**src/rtl/cpx2real_upconv_pkg.sv**
```systemverilog
// Shared constants, FSM encoding and the Q1.15 round/saturate helper for the
// complex-to-real upconverter.
package cpx2real_upconv_pkg;

  localparam int DW   = 16;
  localparam int PW   = 24;
  localparam int LUTW = 8;
  localparam int QN   = 2 ** (LUTW - 2);
  localparam int FRAC = 15;

  localparam logic signed [DW-1:0]   ONE  = DW'(2 ** (DW - 1) - 1);
  localparam logic signed [DW-1:0]   MINV = DW'(-(2 ** (DW - 1)));
  localparam logic signed [2*DW:0]   RND  = (2*DW+1)'(2 ** (FRAC - 1));
  localparam logic signed [2*DW:0]   YMAX = (2*DW+1)'(2 ** (DW - 1) - 1);
  localparam logic signed [2*DW:0]   YMIN = (2*DW+1)'(-(2 ** (DW - 1)));

  typedef enum logic [2:0] {
    S_IDLE  = 3'd0,
    S_LOOK  = 3'd1,
    S_MUL_I = 3'd2,
    S_MUL_Q = 3'd3,
    S_OUT   = 3'd4
  } state_t;

  typedef struct packed {
    logic                 clip;
    logic signed [DW-1:0] y;
  } rs_t;

  // Round half-up at the Q1.15 point, then clamp to the DW-bit signed range.
  function automatic rs_t round_sat(input logic signed [2*DW:0] s);
    logic signed [2*DW:0] t;
    rs_t r;
    t      = (s + RND) >>> FRAC;
    r.clip = (t > YMAX) || (t < YMIN);
    if (t > YMAX)      r.y = ONE;
    else if (t < YMIN) r.y = MINV;
    else               r.y = t[DW-1:0];
    return r;
  endfunction

endpackage

```
**src/rtl/cpx2real_upconv_if.sv**
```systemverilog
// Sample-side bus of the upconverter: baseband input strobe, passband output
// strobe, sticky status flags and FSM state for observation.
interface cpx2real_upconv_if;
  import cpx2real_upconv_pkg::*;

  // data_rdy is a one-cycle valid with no ready: a strobe that lands while the
  // block is busy is dropped and flagged on overrun. tx_rdy is a one-cycle valid
  // with no back-pressure; x_tx holds its value between strobes.
  logic                 data_rdy;
  logic signed [DW-1:0] re;
  logic signed [DW-1:0] im;
  logic [PW-1:0]        phase_inc;
  logic signed [DW-1:0] x_tx;
  logic                 tx_rdy;
  logic                 sat;
  logic                 overrun;
  state_t               dbg_state;

  modport master (
    output data_rdy, re, im, phase_inc,
    input  x_tx, tx_rdy, sat, overrun, dbg_state
  );

  modport slave (
    input  data_rdy, re, im, phase_inc,
    output x_tx, tx_rdy, sat, overrun, dbg_state
  );

endinterface

```
**src/rtl/cpx2real_upconv_sine_qlut.sv**
```systemverilog
// Registered sine/cosine lookup built from a quarter-wave ROM (0..pi/2 inclusive)
// with mirror/negate folding; one clock of latency.
module sine_qlut
  import cpx2real_upconv_pkg::*;
(
  input  logic                 clk,
  input  logic                 reset,
  input  logic [LUTW-1:0]      idx,
  output logic signed [DW-1:0] sin,
  output logic signed [DW-1:0] cos
);

  // round(32767*sin(2*pi*k/256)), k = 0..64; sized for LUTW = 8.
  localparam int QTAB [QN+1] = '{
        0,   804,  1608,  2410,  3212,  4011,  4808,  5602,
     6393,  7179,  7962,  8739,  9512, 10278, 11039, 11793,
    12539, 13279, 14010, 14732, 15446, 16151, 16846, 17530,
    18204, 18868, 19519, 20159, 20787, 21403, 22005, 22594,
    23170, 23731, 24279, 24811, 25329, 25832, 26319, 26790,
    27245, 27683, 28105, 28510, 28898, 29268, 29621, 29956,
    30273, 30571, 30852, 31113, 31356, 31580, 31785, 31971,
    32137, 32285, 32412, 32521, 32609, 32678, 32728, 32757,
    32767
  };

  function automatic logic signed [DW-1:0] fold(input logic [LUTW-1:0] i);
    logic [LUTW-2:0]      off;
    logic [LUTW-2:0]      k;
    logic signed [DW-1:0] m;
    off = {1'b0, i[LUTW-3:0]};
    k   = i[LUTW-2] ? ((LUTW-1)'(QN) - off) : off;
    m   = DW'(QTAB[k]);
    return i[LUTW-1] ? -m : m;
  endfunction

  always_ff @(posedge clk or negedge reset) begin
    if (!reset) begin
      sin <= '0;
      cos <= '0;
    end else begin
      sin <= fold(idx);
      cos <= fold(idx + LUTW'(QN));
    end
  end

endmodule

```
**src/rtl/cpx2real_upconv.sv**
```systemverilog
// Complex baseband to real passband mixer: x_tx = re*cos(ph) - im*sin(ph), with a
// phase-accumulator NCO and a single multiplier time-shared by a 5-state FSM.
module cpx2real_upconv
  import cpx2real_upconv_pkg::*;
(
  input logic               clk,
  input logic               reset,
  cpx2real_upconv_if.slave  bus
);

  state_t state_q, state_d;

  logic accept, drop, ld_pi, ld_pq, ld_out, sel_q;

  logic [PW-1:0]          acc_q;
  logic [LUTW-1:0]        idx_q;
  logic signed [DW-1:0]   re_q, im_q;
  logic signed [2*DW-1:0] p_i_q, p_q_q;
  logic signed [DW-1:0]   x_tx_q;
  logic                   tx_rdy_q, sat_q, overrun_q;

  logic signed [DW-1:0]   sin_w, cos_w;
  logic signed [DW-1:0]   mul_a, mul_b;
  logic signed [2*DW-1:0] prod;
  logic signed [2*DW:0]   s_w;
  rs_t                    rs;

  sine_qlut u_lut (
    .clk   (clk),
    .reset (reset),
    .idx   (idx_q),
    .sin   (sin_w),
    .cos   (cos_w)
  );

  always_ff @(posedge clk or negedge reset) begin
    if (!reset) state_q <= S_IDLE;
    else        state_q <= state_d;
  end

  always_comb begin
    state_d = state_q;
    case (state_q)
      S_IDLE:  if (bus.data_rdy) state_d = S_LOOK;
      S_LOOK:  state_d = S_MUL_I;
      S_MUL_I: state_d = S_MUL_Q;
      S_MUL_Q: state_d = S_OUT;
      S_OUT:   state_d = S_IDLE;
      default: state_d = S_IDLE;
    endcase
  end

  always_comb begin
    accept = 1'b0;
    ld_pi  = 1'b0;
    ld_pq  = 1'b0;
    ld_out = 1'b0;
    sel_q  = 1'b0;
    case (state_q)
      S_IDLE:  accept = bus.data_rdy;
      S_MUL_I: ld_pi  = 1'b1;
      S_MUL_Q: begin
        ld_pq = 1'b1;
        sel_q = 1'b1;
      end
      S_OUT:   ld_out = 1'b1;
      default: ;
    endcase
    drop = bus.data_rdy && (state_q != S_IDLE);
  end

  // The one multiplier: re*cos in MUL_I, im*sin in MUL_Q.
  assign mul_a = sel_q ? im_q  : re_q;
  assign mul_b = sel_q ? sin_w : cos_w;
  assign prod  = (2*DW)'(mul_a) * (2*DW)'(mul_b);

  assign s_w = (2*DW+1)'(p_i_q) - (2*DW+1)'(p_q_q);
  assign rs  = round_sat(s_w);

  always_ff @(posedge clk or negedge reset) begin
    if (!reset) begin
      acc_q     <= '0;
      idx_q     <= '0;
      re_q      <= '0;
      im_q      <= '0;
      p_i_q     <= '0;
      p_q_q     <= '0;
      x_tx_q    <= '0;
      tx_rdy_q  <= 1'b0;
      sat_q     <= 1'b0;
      overrun_q <= 1'b0;
    end else begin
      if (accept) begin
        re_q  <= bus.re;
        im_q  <= bus.im;
        idx_q <= acc_q[PW-1 -: LUTW];
        acc_q <= acc_q + bus.phase_inc;
      end
      if (ld_pi) p_i_q <= prod;
      if (ld_pq) p_q_q <= prod;
      if (ld_out) begin
        x_tx_q <= rs.y;
        sat_q  <= sat_q | rs.clip;
      end
      tx_rdy_q  <= ld_out;
      overrun_q <= overrun_q | drop;
    end
  end

  assign bus.x_tx      = x_tx_q;
  assign bus.tx_rdy    = tx_rdy_q;
  assign bus.sat       = sat_q;
  assign bus.overrun   = overrun_q;
  assign bus.dbg_state = state_q;

endmodule

```
**src/flat_wrapper.sv**
```systemverilog
// flat-port wrapper written by rule: the top's interface ports become plain ports
module cpx2real_upconv_flat import cpx2real_upconv_pkg::*;
  (clk, reset, bus_data_rdy, bus_re, bus_im, bus_phase_inc, bus_x_tx, bus_tx_rdy, bus_sat, bus_overrun, bus_dbg_state);
  cpx2real_upconv_if bus_i ();
  input logic clk;
  input logic reset;
  input wire logic [$bits(bus_i.data_rdy)-1:0] bus_data_rdy;
  input wire logic [$bits(bus_i.re)-1:0] bus_re;
  input wire logic [$bits(bus_i.im)-1:0] bus_im;
  input wire logic [$bits(bus_i.phase_inc)-1:0] bus_phase_inc;
  output wire logic [$bits(bus_i.x_tx)-1:0] bus_x_tx;
  output wire logic [$bits(bus_i.tx_rdy)-1:0] bus_tx_rdy;
  output wire logic [$bits(bus_i.sat)-1:0] bus_sat;
  output wire logic [$bits(bus_i.overrun)-1:0] bus_overrun;
  output wire logic [$bits(bus_i.dbg_state)-1:0] bus_dbg_state;
  assign bus_i.data_rdy = bus_data_rdy;
  assign bus_i.re = bus_re;
  assign bus_i.im = bus_im;
  assign bus_i.phase_inc = bus_phase_inc;
  assign bus_x_tx = bus_i.x_tx;
  assign bus_tx_rdy = bus_i.tx_rdy;
  assign bus_sat = bus_i.sat;
  assign bus_overrun = bus_i.overrun;
  assign bus_dbg_state = bus_i.dbg_state;
  cpx2real_upconv u_core (.clk(clk), .reset(reset), .bus(bus_i));
endmodule
```
**config.mk**
```make
export PLATFORM = sky130hd
export DESIGN_NAME = cpx2real_upconv_flat
export DESIGN_NICKNAME = d
export VERILOG_FILES = /design/src/rtl/cpx2real_upconv_pkg.sv /design/src/rtl/cpx2real_upconv_if.sv /design/src/rtl/cpx2real_upconv_sine_qlut.sv /design/src/rtl/cpx2real_upconv.sv /design/src/flat_wrapper.sv
export SDC_FILE = /design/constraint.sdc
export NUM_CORES = 1
export LEC_CHECK = 0
export BUFFER_PORTS_ARGS = -buffer_cell sky130_fd_sc_hd__buf_2
export CAP_MARGIN = 10
export CORE_MARGIN = 2
export CORE_UTILIZATION = 45
export DETAILED_ROUTE_END_ITERATION = 10
export GPL_TIMING_DRIVEN = 0
export PLACE_DENSITY_LB_ADDON = 0.12
export SETUP_SLACK_MARGIN = 0.2
export SLEW_MARGIN = 20
export SYNTH_ARGS = -nofsm -noshare
export SYNTH_HDL_FRONTEND = slang
export SYNTH_SLANG_ARGS = --single-unit
```
**constraint.sdc**
```tcl
create_clock -name clk -period 10.2 [get_ports clk]
set_clock_uncertainty 0.15 [all_clocks]
set_input_delay 0 -clock clk [delete_from_list [all_inputs] [get_ports clk]]
set_output_delay 0 -clock clk [all_outputs]
set_load 0.01 [all_outputs]
```
==> impl_metrics.env <==
export IMPL_dp_worst_setup_slack_ps=281.7
export IMPL_syn_to_final_growth_pct=11.46
export IMPL_syn_inst=2691
export IMPL_drtIter0Drc=1411
export IMPL_finalSetupTns_ps=0
export IMPL_max_freq_mhz=105.6
export IMPL_multi_input_comb_area_um2=16960
export IMPL_first_pass_iters=5
export IMPL_period_share=0.9287
export IMPL_ys_warn_count=0
export IMPL_cts_root_buf="clkbuf_16"
export IMPL_drc_errors=0
export IMPL_avgSynthCellArea_um2=8.657
export IMPL_viasPerCell=5.680
export IMPL_arrival_ps=9670
export IMPL_ios=81
export IMPL_die_y_um=231.5
export IMPL_grt_pass1_wl_mm=115.0
export IMPL_ant_nets=0
export IMPL_crit_path_start="u_core.bus.dbg_state[2]"
export IMPL_htreeDepth=4
export IMPL_syn_nets=3206
export IMPL_cpMostUsedCell="fa_1"
export IMPL_rsz0062_at_grt="false"
export IMPL_hold_depth=3
export IMPL_max_cap_viol_count=0
export IMPL_synthesis_area_um2=23290
export IMPL_grt_max_degree=73
export IMPL_synth_largest_area_cell="fa_1"
export IMPL_finalMaxSlewViolations=0
export IMPL_antenna_cells=0
export IMPL_wire_per_inst_um=20.23
export IMPL_setup_violations=0
export IMPL_netlist_area_leader_share=0.2260
export IMPL_cp_required_ps=10400
export IMPL_ys_types=83
export IMPL_critPathLaunchType="register"
export IMPL_post_cts_repair_setup_buffers=0
export IMPL_min_from="bus_re[10]"
export IMPL_final_layout_size_suffix_gt1_frac=0.08107
export IMPL_n_fill_cell=4951
export IMPL_critical_path_class="register to register"
export IMPL_cts_tree="built"
export IMPL_cp_max_fo=10
export IMPL_cp_depth=26
export IMPL_die_area_um2=53600
export IMPL_hpwl_mm=57.59
export IMPL_critPathTopFamily="adder cells"
export IMPL_die_x_um=231.5
export IMPL_ys_flop_type="dfrtp_1"
export IMPL_synth_seq_area_share=0.1955
export IMPL_ff2ff_path_depth=26
export IMPL_fin_ws_ps=727.6
export IMPL_async_flop_share=1.000
export IMPL_io_buffers=80
export IMPL_finalHoldViolCount=0
export IMPL_cp_slowest_cell="a2111oi_0"
export IMPL_num_vias=20188
export IMPL_drt_total_wl_mm=71.90
export IMPL_cp_end_kind="register"
export IMPL_cts_made_buffers=17
export IMPL_rows=83
export IMPL_track_usage=0.2749
export IMPL_fin_crit_ps=9472
export IMPL_r2r_start="u_core.bus.dbg_state[2]"
export IMPL_cp_num_buf_inv=7
export IMPL_nNetsFinal=3377
export IMPL_critical_path_max_stage_delay_ps=570
export IMPL_holdWs_ps=131.9
export IMPL_clockBufferDepth=2
export IMPL_clock_sinks=182
export IMPL_floorplan_initialDensity=0.4550
export IMPL_antenna_found_initial=0
export IMPL_clk_latency_ps=500
export IMPL_routabilityCongestion=0.9676
export IMPL_clk_pin_slew_worst_paths_ps=80
export IMPL_worst_pin_slew_ps=1133
export IMPL_min_path_type="input pin to register"
export IMPL_register_area_um2=4554
export IMPL_grt_pass1_vias=20784
export IMPL_grt_overflow_total=0
export IMPL_r2r_end="u_core.p_i_q[29]"
export IMPL_relSlewSlack=0.2228
export IMPL_rrSetupSlack_ps=730
export IMPL_core_um2=51200
export IMPL_ys_ff_latch=182
export IMPL_synth_area_leaders="fa_1 (23%), dfrtp_1 (20%), ha_1 (10%)"
export IMPL_status="finished, final reports clean"
export IMPL_synth_edff_count=0
export IMPL_crit_end="u_core.p_i_q[29]"
-- layout by cell type, fill, tap and decap left out, types with 15 or more instances in the layout --
cell type,synthesis,layout
inv_1,355,355
xnor2_1,68,67
a221o_1,23,23
a21o_1,28,28
o211ai_1,25,25
a211oi_1,25,25
ha_1,193,193
buf_2,11,90
xor2_1,49,49
clkbuf_1,95,92
clkbuf_16,0,17
or3_1,15,15
a21oi_1,104,104
or2_2,16,16
o31ai_1,21,21
nor2_1,231,231
mux2i_1,46,32
o21ai_0,173,173
nand2_1,359,359
nand2b_1,30,30
nor3_1,38,38
o21a_1,16,16
a31oi_1,21,21
fa_1,263,263
buf_1,19,16
mux2_2,48,48
dlygate4sd3_1,0,69
nand3_1,35,35
dfrtp_1,182,182
-- final cells by class --
cell class,instances,area share
buffer,127,0.01952
clock buffer,18,0.01691
clock inverter,13,0.004915
inverter,358,0.05175
multi-input combinational,2024,0.6531
sequential,182,0.1754
tap,680,0.03277
timing repair buffer,152,0.04559
-- metal layers --
layer  vias up  routed length [um]  share of wire  GRT usage
met2       669               35020           0.49     0.4696
met4         0                2643          0.037     0.1044
met1     10042               30520           0.42     0.3513
met3       143                3714          0.052    0.04085
met5         -                   0              0          0
li1       9334                   -              -          -
-- cells by family after synthesis --
kind of cell,Yosys count,synth area share
AOI/OAI and AO/OA,553,0.1548
xor gates and xnor gates,117,0.04399
adders and majority gates,456,0.3297
buffers and inverters,485,0.07912
DFF,182,0.1955
muxes,97,0.04555
and+or+nand+nor,801,0.1514
-- per-stage QoR --
| step | utilization | area (um2) | std cells |
|---|---|---|---|
| after floorplan | - | 23290 | 2691 |
| after global placement | 0.4794 | 24550 | 3451 |
| after detailed placement | 0.4808 | 24610 | 3453 |
| after CTS | 0.5059 | 25900 | 3554 |
| after global routing | 0.5071 | 25960 | 3554 |
| final | 0.5071 | 25960 | 3554 |
-- synth_stat cells, types with 5 or more instances --
master	instances
o2111ai_1	6
or2_2	16
nand2_1	359
a2111oi_0	15
nand3_1	35
nor3b_1	5
mux2_2	48
nor2b_1	9
nor2_1	231
o22ai_1	14
o21ai_0	173
and3_1	7
mux2i_1	46
o211ai_1	25
nand3b_1	9
a211oi_1	25
nor4_1	7
buf_2	11
a221o_1	23
and2_1	8
o21bai_1	5
or3_1	15
a221oi_1	10
dfrtp_1	182
nand4_1	8
a31o_2	5
nor3_1	38
clkbuf_1	95
buf_1	19
inv_1	355
xor2_1	49
o221ai_1	8
o21a_1	16
a21oi_1	104
xnor2_1	68
a21o_1	28
a311oi_1	8
ha_1	193
o31ai_1	21
fa_1	263
nand2b_1	30
a31oi_1	21
-- sequential cells by signal, summed over array words and instances (netlist names), 3 cells and up --
name / count
u_core.p_q_q: 32
u_core.bus.x_tx: 16
u_core.p_i_q: 32
u_core.u_lut.sin: 16
u_core.idx_q: 8
u_core.im_q: 16
u_core.bus.dbg_state: 3
u_core.acc_q: 24
u_core.re_q: 16
u_core.u_lut.cos: 16
-- tightest hold or removal path: stages --
cell	delay (ps)
dlygate4sd3_1	520
buf_2	90
mux2_2	130
-- worst min path at each step --
stage / endpoint / slack [ps]
floorplan: u_core.acc_q[0] / -450
detailed placement: u_core.bus.x_tx[13] / -210
finish: u_core.re_q[10] / 130
CTS: u_core.re_q[11] / 100
global route: u_core.re_q[12] / 120
global placement: u_core.re_q[12] / 80
-- repair_timing --
item / CTS / global route
hold buffers: 70 / 0
gates resized for setup: 0 / 22
endpoints found under the setup margin: 0 / 8
hold endpoints to repair: 167 / 0
Power is not shown: default switching activity piles up to over one toggle a cycle in this logic, so the estimate is an artifact.
